==> config.mk <==
export PLATFORM = sky130hd
export DESIGN_NAME = sparse_weight_loader_flat
export DESIGN_NICKNAME = d
export VERILOG_FILES = /design/src/rtl/sparse_weight_loader_if.sv /design/src/rtl/sparse_weight_loader.sv /design/src/flat_wrapper.sv
export SDC_FILE = /design/constraint.sdc
export NUM_CORES = 1
export LEC_CHECK = 0
export ABC_AREA = 1
export BUFFER_PORTS_ARGS = -buffer_cell sky130_fd_sc_hd__buf_2
export CAP_MARGIN = 20
export CORE_UTILIZATION = 59
export CTS_BUF_LIST = sky130_fd_sc_hd__clkbuf_4
export CTS_CLUSTER_DIAMETER = 50
export DETAILED_ROUTE_END_ITERATION = 6
export GPL_TIMING_DRIVEN = 0
export HOLD_SLACK_MARGIN = 0.03
export PLACE_DENSITY = 0.82
export SETUP_SLACK_MARGIN = 0.3
export SYNTH_ARGS = -nofsm -noshare
export SYNTH_HDL_FRONTEND = slang
export SYNTH_SLANG_ARGS = --single-unit
==> constraint.sdc <==
create_clock -name clk -period 3 [get_ports clk]
set_input_delay 0.15 -clock clk [delete_from_list [all_inputs] [get_ports clk]]
set_output_delay 0.15 -clock clk [all_outputs]
set_load 0.03 [all_outputs]
==> src/rtl/sparse_weight_loader_if.sv <==
// Stream-in / dense-row-out bundle for the sparse weight loader.
interface sparse_weight_loader_if #(
  parameter int unsigned COLS   = 24,
  parameter int unsigned W_BITS = 14
);
  logic                     s_valid;
  logic                     s_ready;
  logic [23:0]              s_data;
  logic                     s_last;
  logic                     wr_en;
  logic [7:0]               wr_row;
  logic [COLS*W_BITS-1:0]   wr_data;
  logic                     done;
  logic                     err;
  logic [7:0]               rows_loaded;

  modport slave (
    input  s_valid, s_data, s_last,
    output s_ready, wr_en, wr_row, wr_data, done, err, rows_loaded
  );

  modport master (
    output s_valid, s_data, s_last,
    input  s_ready, wr_en, wr_row, wr_data, done, err, rows_loaded
  );
endinterface

==> src/rtl/sparse_weight_loader.sv <==
// Expands a header/entry sparse stream into dense row writes, one row per header.
module sparse_weight_loader #(
  parameter int unsigned ROWS   = 12,
  parameter int unsigned COLS   = 24,
  parameter int unsigned W_BITS = 14
) (
  input  logic                  clk,
  input  logic                  rst,
  sparse_weight_loader_if.slave bus
);
  localparam int unsigned DW      = COLS * W_BITS;
  localparam logic [7:0]  HDR_TAG = 8'hA5;
  localparam logic [7:0]  ROWS_B  = 8'(ROWS);
  localparam logic [7:0]  COLS_B  = 8'(COLS);

  typedef enum logic [1:0] {HDR, ENTRY, WRITE, DRAIN} state_t;

  state_t          state, state_next;
  logic [7:0]      row_q, row_next;
  logic [7:0]      cnt_q, cnt_next;
  logic [7:0]      loaded_q, loaded_next;
  logic [DW-1:0]   rbuf_q, rbuf_next;
  logic [DW-1:0]   wdata_q, wdata_next;
  logic [7:0]      wr_row_q, wr_row_next;
  logic            frame_end_q, frame_end_next;
  logic            err_q, err_next;
  logic            new_frame_q, new_frame_next;
  logic            wr_en_q, wr_en_next;
  logic            done_q, done_next;

  logic            ready;
  logic            accept;
  logic [7:0]      hi_field;
  logic [7:0]      f_row;
  logic [7:0]      f_nnz;
  logic [W_BITS-1:0] weight;
  logic            hdr_bad;
  logic            ent_bad;
  logic            unused_bits;

  // Word field decode; [23:16] is the tag for headers and the column for entries.
  assign ready       = !rst && (state != WRITE);
  assign accept      = bus.s_valid && ready;
  assign hi_field    = bus.s_data[23:16];
  assign f_row       = bus.s_data[15:8];
  assign f_nnz       = bus.s_data[7:0];
  assign weight      = W_BITS'($signed(bus.s_data[13:0]));
  assign unused_bits = ^bus.s_data[15:14];

  assign hdr_bad = (hi_field != HDR_TAG) || (f_row >= ROWS_B) || (f_nnz > COLS_B) ||
                   (bus.s_last && (f_nnz != 8'd0));
  assign ent_bad = (hi_field >= COLS_B) || (bus.s_last && (cnt_q > 8'd1));

  // Next-state and next-output logic.
  always_comb begin
    state_next     = state;
    row_next       = row_q;
    cnt_next       = cnt_q;
    loaded_next    = loaded_q;
    rbuf_next      = rbuf_q;
    wdata_next     = wdata_q;
    wr_row_next    = wr_row_q;
    frame_end_next = frame_end_q;
    err_next       = err_q;
    new_frame_next = new_frame_q;
    wr_en_next     = 1'b0;
    done_next      = 1'b0;

    case (state)
      HDR: begin
        if (accept) begin
          if (new_frame_q) begin
            err_next       = 1'b0;
            loaded_next    = 8'd0;
            new_frame_next = 1'b0;
          end
          if (hdr_bad) begin
            err_next = 1'b1;
            if (bus.s_last) begin
              state_next     = HDR;
              new_frame_next = 1'b1;
            end else begin
              state_next = DRAIN;
            end
          end else begin
            row_next       = f_row;
            cnt_next       = f_nnz;
            rbuf_next      = '0;
            frame_end_next = bus.s_last;
            state_next     = (f_nnz == 8'd0) ? WRITE : ENTRY;
          end
        end
      end
      ENTRY: begin
        if (accept) begin
          if (ent_bad) begin
            err_next = 1'b1;
            if (bus.s_last) begin
              state_next     = HDR;
              new_frame_next = 1'b1;
            end else begin
              state_next = DRAIN;
            end
          end else begin
            for (int c = 0; c < int'(COLS); c++) begin
              if (hi_field == 8'(c)) rbuf_next[c*W_BITS +: W_BITS] = weight;
            end
            cnt_next = cnt_q - 8'd1;
            if (cnt_q == 8'd1) begin
              state_next     = WRITE;
              frame_end_next = bus.s_last;
            end
          end
        end
      end
      WRITE: begin
        state_next = HDR;
      end
      DRAIN: begin
        if (accept && bus.s_last) begin
          state_next     = HDR;
          new_frame_next = 1'b1;
        end
      end
      default: state_next = HDR;
    endcase

    // Outputs for the WRITE cycle are captured on the edge that enters it.
    if (state_next == WRITE) begin
      wr_en_next  = 1'b1;
      wr_row_next = row_next;
      wdata_next  = rbuf_next;
      if (loaded_next != 8'hFF) loaded_next = loaded_next + 8'd1;
      done_next = frame_end_next && !err_next;
      if (done_next) new_frame_next = 1'b1;
    end
  end

  // State and datapath registers.
  always_ff @(posedge clk) begin
    if (rst) begin
      state       <= HDR;
      row_q       <= 8'd0;
      cnt_q       <= 8'd0;
      loaded_q    <= 8'd0;
      rbuf_q      <= '0;
      wdata_q     <= '0;
      wr_row_q    <= 8'd0;
      frame_end_q <= 1'b0;
      err_q       <= 1'b0;
      new_frame_q <= 1'b1;
      wr_en_q     <= 1'b0;
      done_q      <= 1'b0;
    end else begin
      state       <= state_next;
      row_q       <= row_next;
      cnt_q       <= cnt_next;
      loaded_q    <= loaded_next;
      rbuf_q      <= rbuf_next;
      wdata_q     <= wdata_next;
      wr_row_q    <= wr_row_next;
      frame_end_q <= frame_end_next;
      err_q       <= err_next;
      new_frame_q <= new_frame_next;
      wr_en_q     <= wr_en_next;
      done_q      <= done_next;
    end
  end

  assign bus.s_ready     = ready;
  assign bus.wr_en       = wr_en_q;
  assign bus.wr_row      = wr_row_q;
  assign bus.wr_data     = wdata_q;
  assign bus.done        = done_q;
  assign bus.err         = err_q;
  assign bus.rows_loaded = loaded_q;
endmodule
==> src/flat_wrapper.sv <==
// flat-port wrapper written by rule: the top's interface ports become plain ports
module sparse_weight_loader_flat 
#(
  parameter int unsigned ROWS   = 12,
  parameter int unsigned COLS   = 24,
  parameter int unsigned W_BITS = 14
)
  (clk, rst, bus_s_valid, bus_s_data, bus_s_last, bus_s_ready, bus_wr_en, bus_wr_row, bus_wr_data, bus_done, bus_err, bus_rows_loaded);
  sparse_weight_loader_if #(.COLS(COLS), .W_BITS(W_BITS)) bus_i ();
  input  logic clk;
  input  logic rst;
  input wire logic [$bits(bus_i.s_valid)-1:0] bus_s_valid;
  input wire logic [$bits(bus_i.s_data)-1:0] bus_s_data;
  input wire logic [$bits(bus_i.s_last)-1:0] bus_s_last;
  output wire logic [$bits(bus_i.s_ready)-1:0] bus_s_ready;
  output wire logic [$bits(bus_i.wr_en)-1:0] bus_wr_en;
  output wire logic [$bits(bus_i.wr_row)-1:0] bus_wr_row;
  output wire logic [$bits(bus_i.wr_data)-1:0] bus_wr_data;
  output wire logic [$bits(bus_i.done)-1:0] bus_done;
  output wire logic [$bits(bus_i.err)-1:0] bus_err;
  output wire logic [$bits(bus_i.rows_loaded)-1:0] bus_rows_loaded;
  assign bus_i.s_valid = bus_s_valid;
  assign bus_i.s_data = bus_s_data;
  assign bus_i.s_last = bus_s_last;
  assign bus_s_ready = bus_i.s_ready;
  assign bus_wr_en = bus_i.wr_en;
  assign bus_wr_row = bus_i.wr_row;
  assign bus_wr_data = bus_i.wr_data;
  assign bus_done = bus_i.done;
  assign bus_err = bus_i.err;
  assign bus_rows_loaded = bus_i.rows_loaded;
  sparse_weight_loader #(.ROWS(ROWS), .COLS(COLS), .W_BITS(W_BITS)) u_core (.clk(clk), .rst(rst), .bus(bus_i));
endmodule
==> key figures <==
Timing
  – Setup Skew: 49.74 ps
  – Relative slew slack: 0.2382
  – Final Worst Setup Slack: 301.0 ps
  – Unrepaired setup endpoints after global routing: yes
  – Max Slew Vio Count: 0
  – Worst Tran Pin Value: 1143 ps
  – Post-route minimum period: 2699 ps
  – Final period util: 0.8997
  – FMAX: 370.5 MHz
  – Setup-failing EPs final: 0
  – WHS: 60.45 ps
  – Final Hold Fails: 0

Job
  – Max_cap viols: 0

Global routing
  – Number of antenna violations at the first check in global routing: 5
  – First-pass GRT wire length: 136600 um
  – Vias in the first global route: 25880
  – Grt total ovfl: 0
  – Largest net degree at the start of global routing: 17
  – GRT Total Usage: 0.3727

Placed design
  – Dpl hpwl: 60340 um
  – Gpl congestion: 0.9552
  – Place WS: -393.7 ps
  – Dpl cells: 4769
  – IO buf count: 383

Drt
  – Final WL: 89450 um
  – DRC Markers: 0
  – DR vias/cell: 5.396
  – 1st-iter DRT viols: 2497
  – Post-DR wirelength/cell: 17.40 um
  – Routed Antenna Nets: 0
  – Via Count: 27740
  – Drt first pass iters: 6

Final layout
  – Final Util: 0.7344
  – Footprint of the multi-input gates: 11520 um2
  – Layout cells sized above 1: 0.2034
  – Fin nets: 4451
  – Commonest cells after routing, fill and taps aside: nor2_1 (949), dfxtp_1 (711), nand2_1 (574)
  – FF+latch area: 14230 um2
  – Area growth syn-to-layout: 22.11%
  – Non-filler cells, final: 5141
  – Fillcell total: 3718
  – Commonest non-fill, non-tap cell in the layout: nor2_1

Logic synthesis
  – Cells after synthesis: 3785
  – Largest family of logic cells by synthesized area: simple AND/OR/NAND/NOR gates
  – Synth Area in XOR/XNOR: 0.0006377
  – Syn avg cell area: 7.257 um2
  – Synth Register Bits: 711
  – Sequential-to-total area share from yosys stat: 0.5182
  – Synth Area in Compound Gates: 0.1218
  – Multiplexer area fraction after synthesis: 0
  – Ys flop type: dfxtp_1
  – Synth async-reset ratio: 0
  – Synthesized netlist net count: 3816
  – Adder-cell share of the synthesized area: 0.001366
  – Simple-gate portion of the synthesized area: 0.2850
  – Mapped cell area: 27470 um2
  – Synth warnings: 0
  – Unique masters post-synth: 33
  – EDFF count, synth: 0

Critical path
  – Crit path kind: reg2reg
  – R2R cell count: 12
  – Crit. End Element: flop
  – Worst Setup Start Kind: flop
  – Reg2Reg Setup Slack: 300 ps
  – Critical Path Sink: u_core.bus.wr_data[208]
  – Critical path arrival: 3620 ps
  – RR Endpoint: u_core.bus.wr_data[208]
  – Crit-path max FO: 10
  – Crit path from: u_core.state[0]
  – Worst reg2reg startpoint: u_core.state[0]
  – WP data required: 3930 ps

Floorplan
  – Initial Util: 0.6014
  – Core area: 45670 um2
  – Full die area: 47420 um2
  – Die height: 217.8 um
  – Row cnt: 78
  – I/O pin total: 384
  – Width of the die: 217.8 um

Status
  – Outcome: completed

Pwr
  – Power per cell area: 675.8 nW/um2
  – VDD IR max: 492.8 uV
  – Leak Pwr: 15.85 nW

Hold path
  – Hold WC Path Type: in2reg

Clocking
  – H-tree depth: 4
  – CTS root buf: clkbuf_4
  – Clock Sinks: 711
  – Worst-Skew Late Latency: 1040 ps
  – CTS clk-pin slew, worst paths: 60 ps
  – Clock buffer depth: 3
  – CTS tree: yes
  – TritonCTS Buffers: 174
worst max-delay path, stage by stage (launching register included):
cell and delay, ps:
dfxtp_1 400, inv_2 80, nand2_2 110, nand3_2 190, inv_2 210, nand3_1 150, nand2_1 380, nand3_1 330
clkbuf_2 290, a21oi_1 250, nand2_1 80, nand2_1 60, nor2_1 40
layout make-up:
type / count / area share
diodes: 4 / 0.0002984
inverters: 238 / 0.02671
multi-input cells: 2584 / 0.3434
repair buffers: 459 / 0.07875
plain buffers: 252 / 0.04297
clock buffers: 245 / 0.05484
clock inverters: 48 / 0.006304
flip-flops and latches: 711 / 0.4244
well taps: 600 / 0.02238
cell usage after synthesis (2+ instances only):
cell type / number / area share
o21ai_0: 383 / 0.070
nor3_1: 5 / 0.00091
clkbuf_1: 138 / 0.019
o21bai_1: 2 / 0.00055
a21oi_1: 189 / 0.034
dfxtp_1: 711 / 0.52
buf_4: 12 / 0.0033
nor2_1: 955 / 0.13
nand3_2: 2 / 0.00073
ha_1: 3 / 0.0014
xor2_1: 2 / 0.00064
o21ai_1: 85 / 0.015
nand4_1: 9 / 0.0020
buf_2: 92 / 0.017
or2_2: 5 / 0.0011
nor2_4: 2 / 0.00082
nor2_2: 12 / 0.0027
inv_2: 11 / 0.0015
clkinv_1: 4 / 0.00055
nand2_1: 581 / 0.079
buf_1: 9 / 0.0012
a31oi_1: 3 / 0.00068
nor3_2: 7 / 0.0026
nand3_1: 286 / 0.052
and2_1: 42 / 0.0096
nand2_2: 6 / 0.0014
inv_1: 223 / 0.030
worst min path at each step:
stage                          from                        end  cells past startpoint
finish               bus_s_data[13]            u_core.cnt_q[3]                      9
global route         bus_s_data[13]            u_core.cnt_q[3]                      9
CTS                  bus_s_data[22]  u_core.bus.rows_loaded[2]                     13
detailed placement  u_core.row_q[7]            u_core.row_q[7]                      2
global placement    u_core.row_q[6]            u_core.row_q[6]                      2
floorplan             bus_s_data[6]            u_core.cnt_q[6]                      2
flip-flops by register name (all words and copies together) (netlist names):
name,cells
u_core.state,2
u_core.bus.wr_data,336
u_core.row_q,8
u_core.new_frame_q,1
u_core.rbuf_q,336
u_core.bus.err,1
u_core.bus.done,1
u_core.frame_end_q,1
u_core.bus.rows_loaded,8
u_core.bus.wr_en,1
u_core.bus.wr_row,8
u_core.cnt_q,8
cells by family (layout without fill, tap and decap cells):
group           Yosys count  count (layout)
simple gates           1914            1914
flops                   711             711
compound gates          665             665
buf+inv                 490            1242
fa+ha+maj                 3               3
xor+xnor                  2               2
other cells               0               4
where the power goes:
group	leakage, nW	internal (mW)	total, mW	switching, mW
Combinational	8.83	1.26	4.48	3.21
Clock	1.24	3.82	7.66	3.83
Sequential	5.78	10.1	10.5	0.414
metrics by stage:
| stage | instance area, um2 | TNS [ps] | total power, mW |
|---|---|---|---|
| final | 33540 | 0 | 22.67 |
| after global routing | 33540 | 0 | 23.65 |
| after CTS | 32870 | 0 | 22.51 |
| after detailed placement | 30150 | -28030 | 14.89 |
| after global placement | 30140 | -23800 | 14.84 |
| after floorplan | 27470 | 0 | 13.47 |
per-layer routing:
layer | track usage | routed length [um] | share of wire | up-vias
li1 | - | - | - | 13440
met1 | 0.4492 | 34390 | 0.38 | 12600
met2 | 0.5951 | 40350 | 0.45 | 1390
met3 | 0.09888 | 9313 | 0.10 | 312
met4 | 0.2266 | 5379 | 0.060 | 2
met5 | 0 | 15 | 0.00017 | -
timing repair:
item,in CTS,in global routing
pin swaps,11,12
hold buffers,40,0
endpoints found under the hold margin,467,0
setup endpoints to repair,504,594
gates resized for setup,48,388
setup buffers,14,22
(Power assumes the default switching activity.)
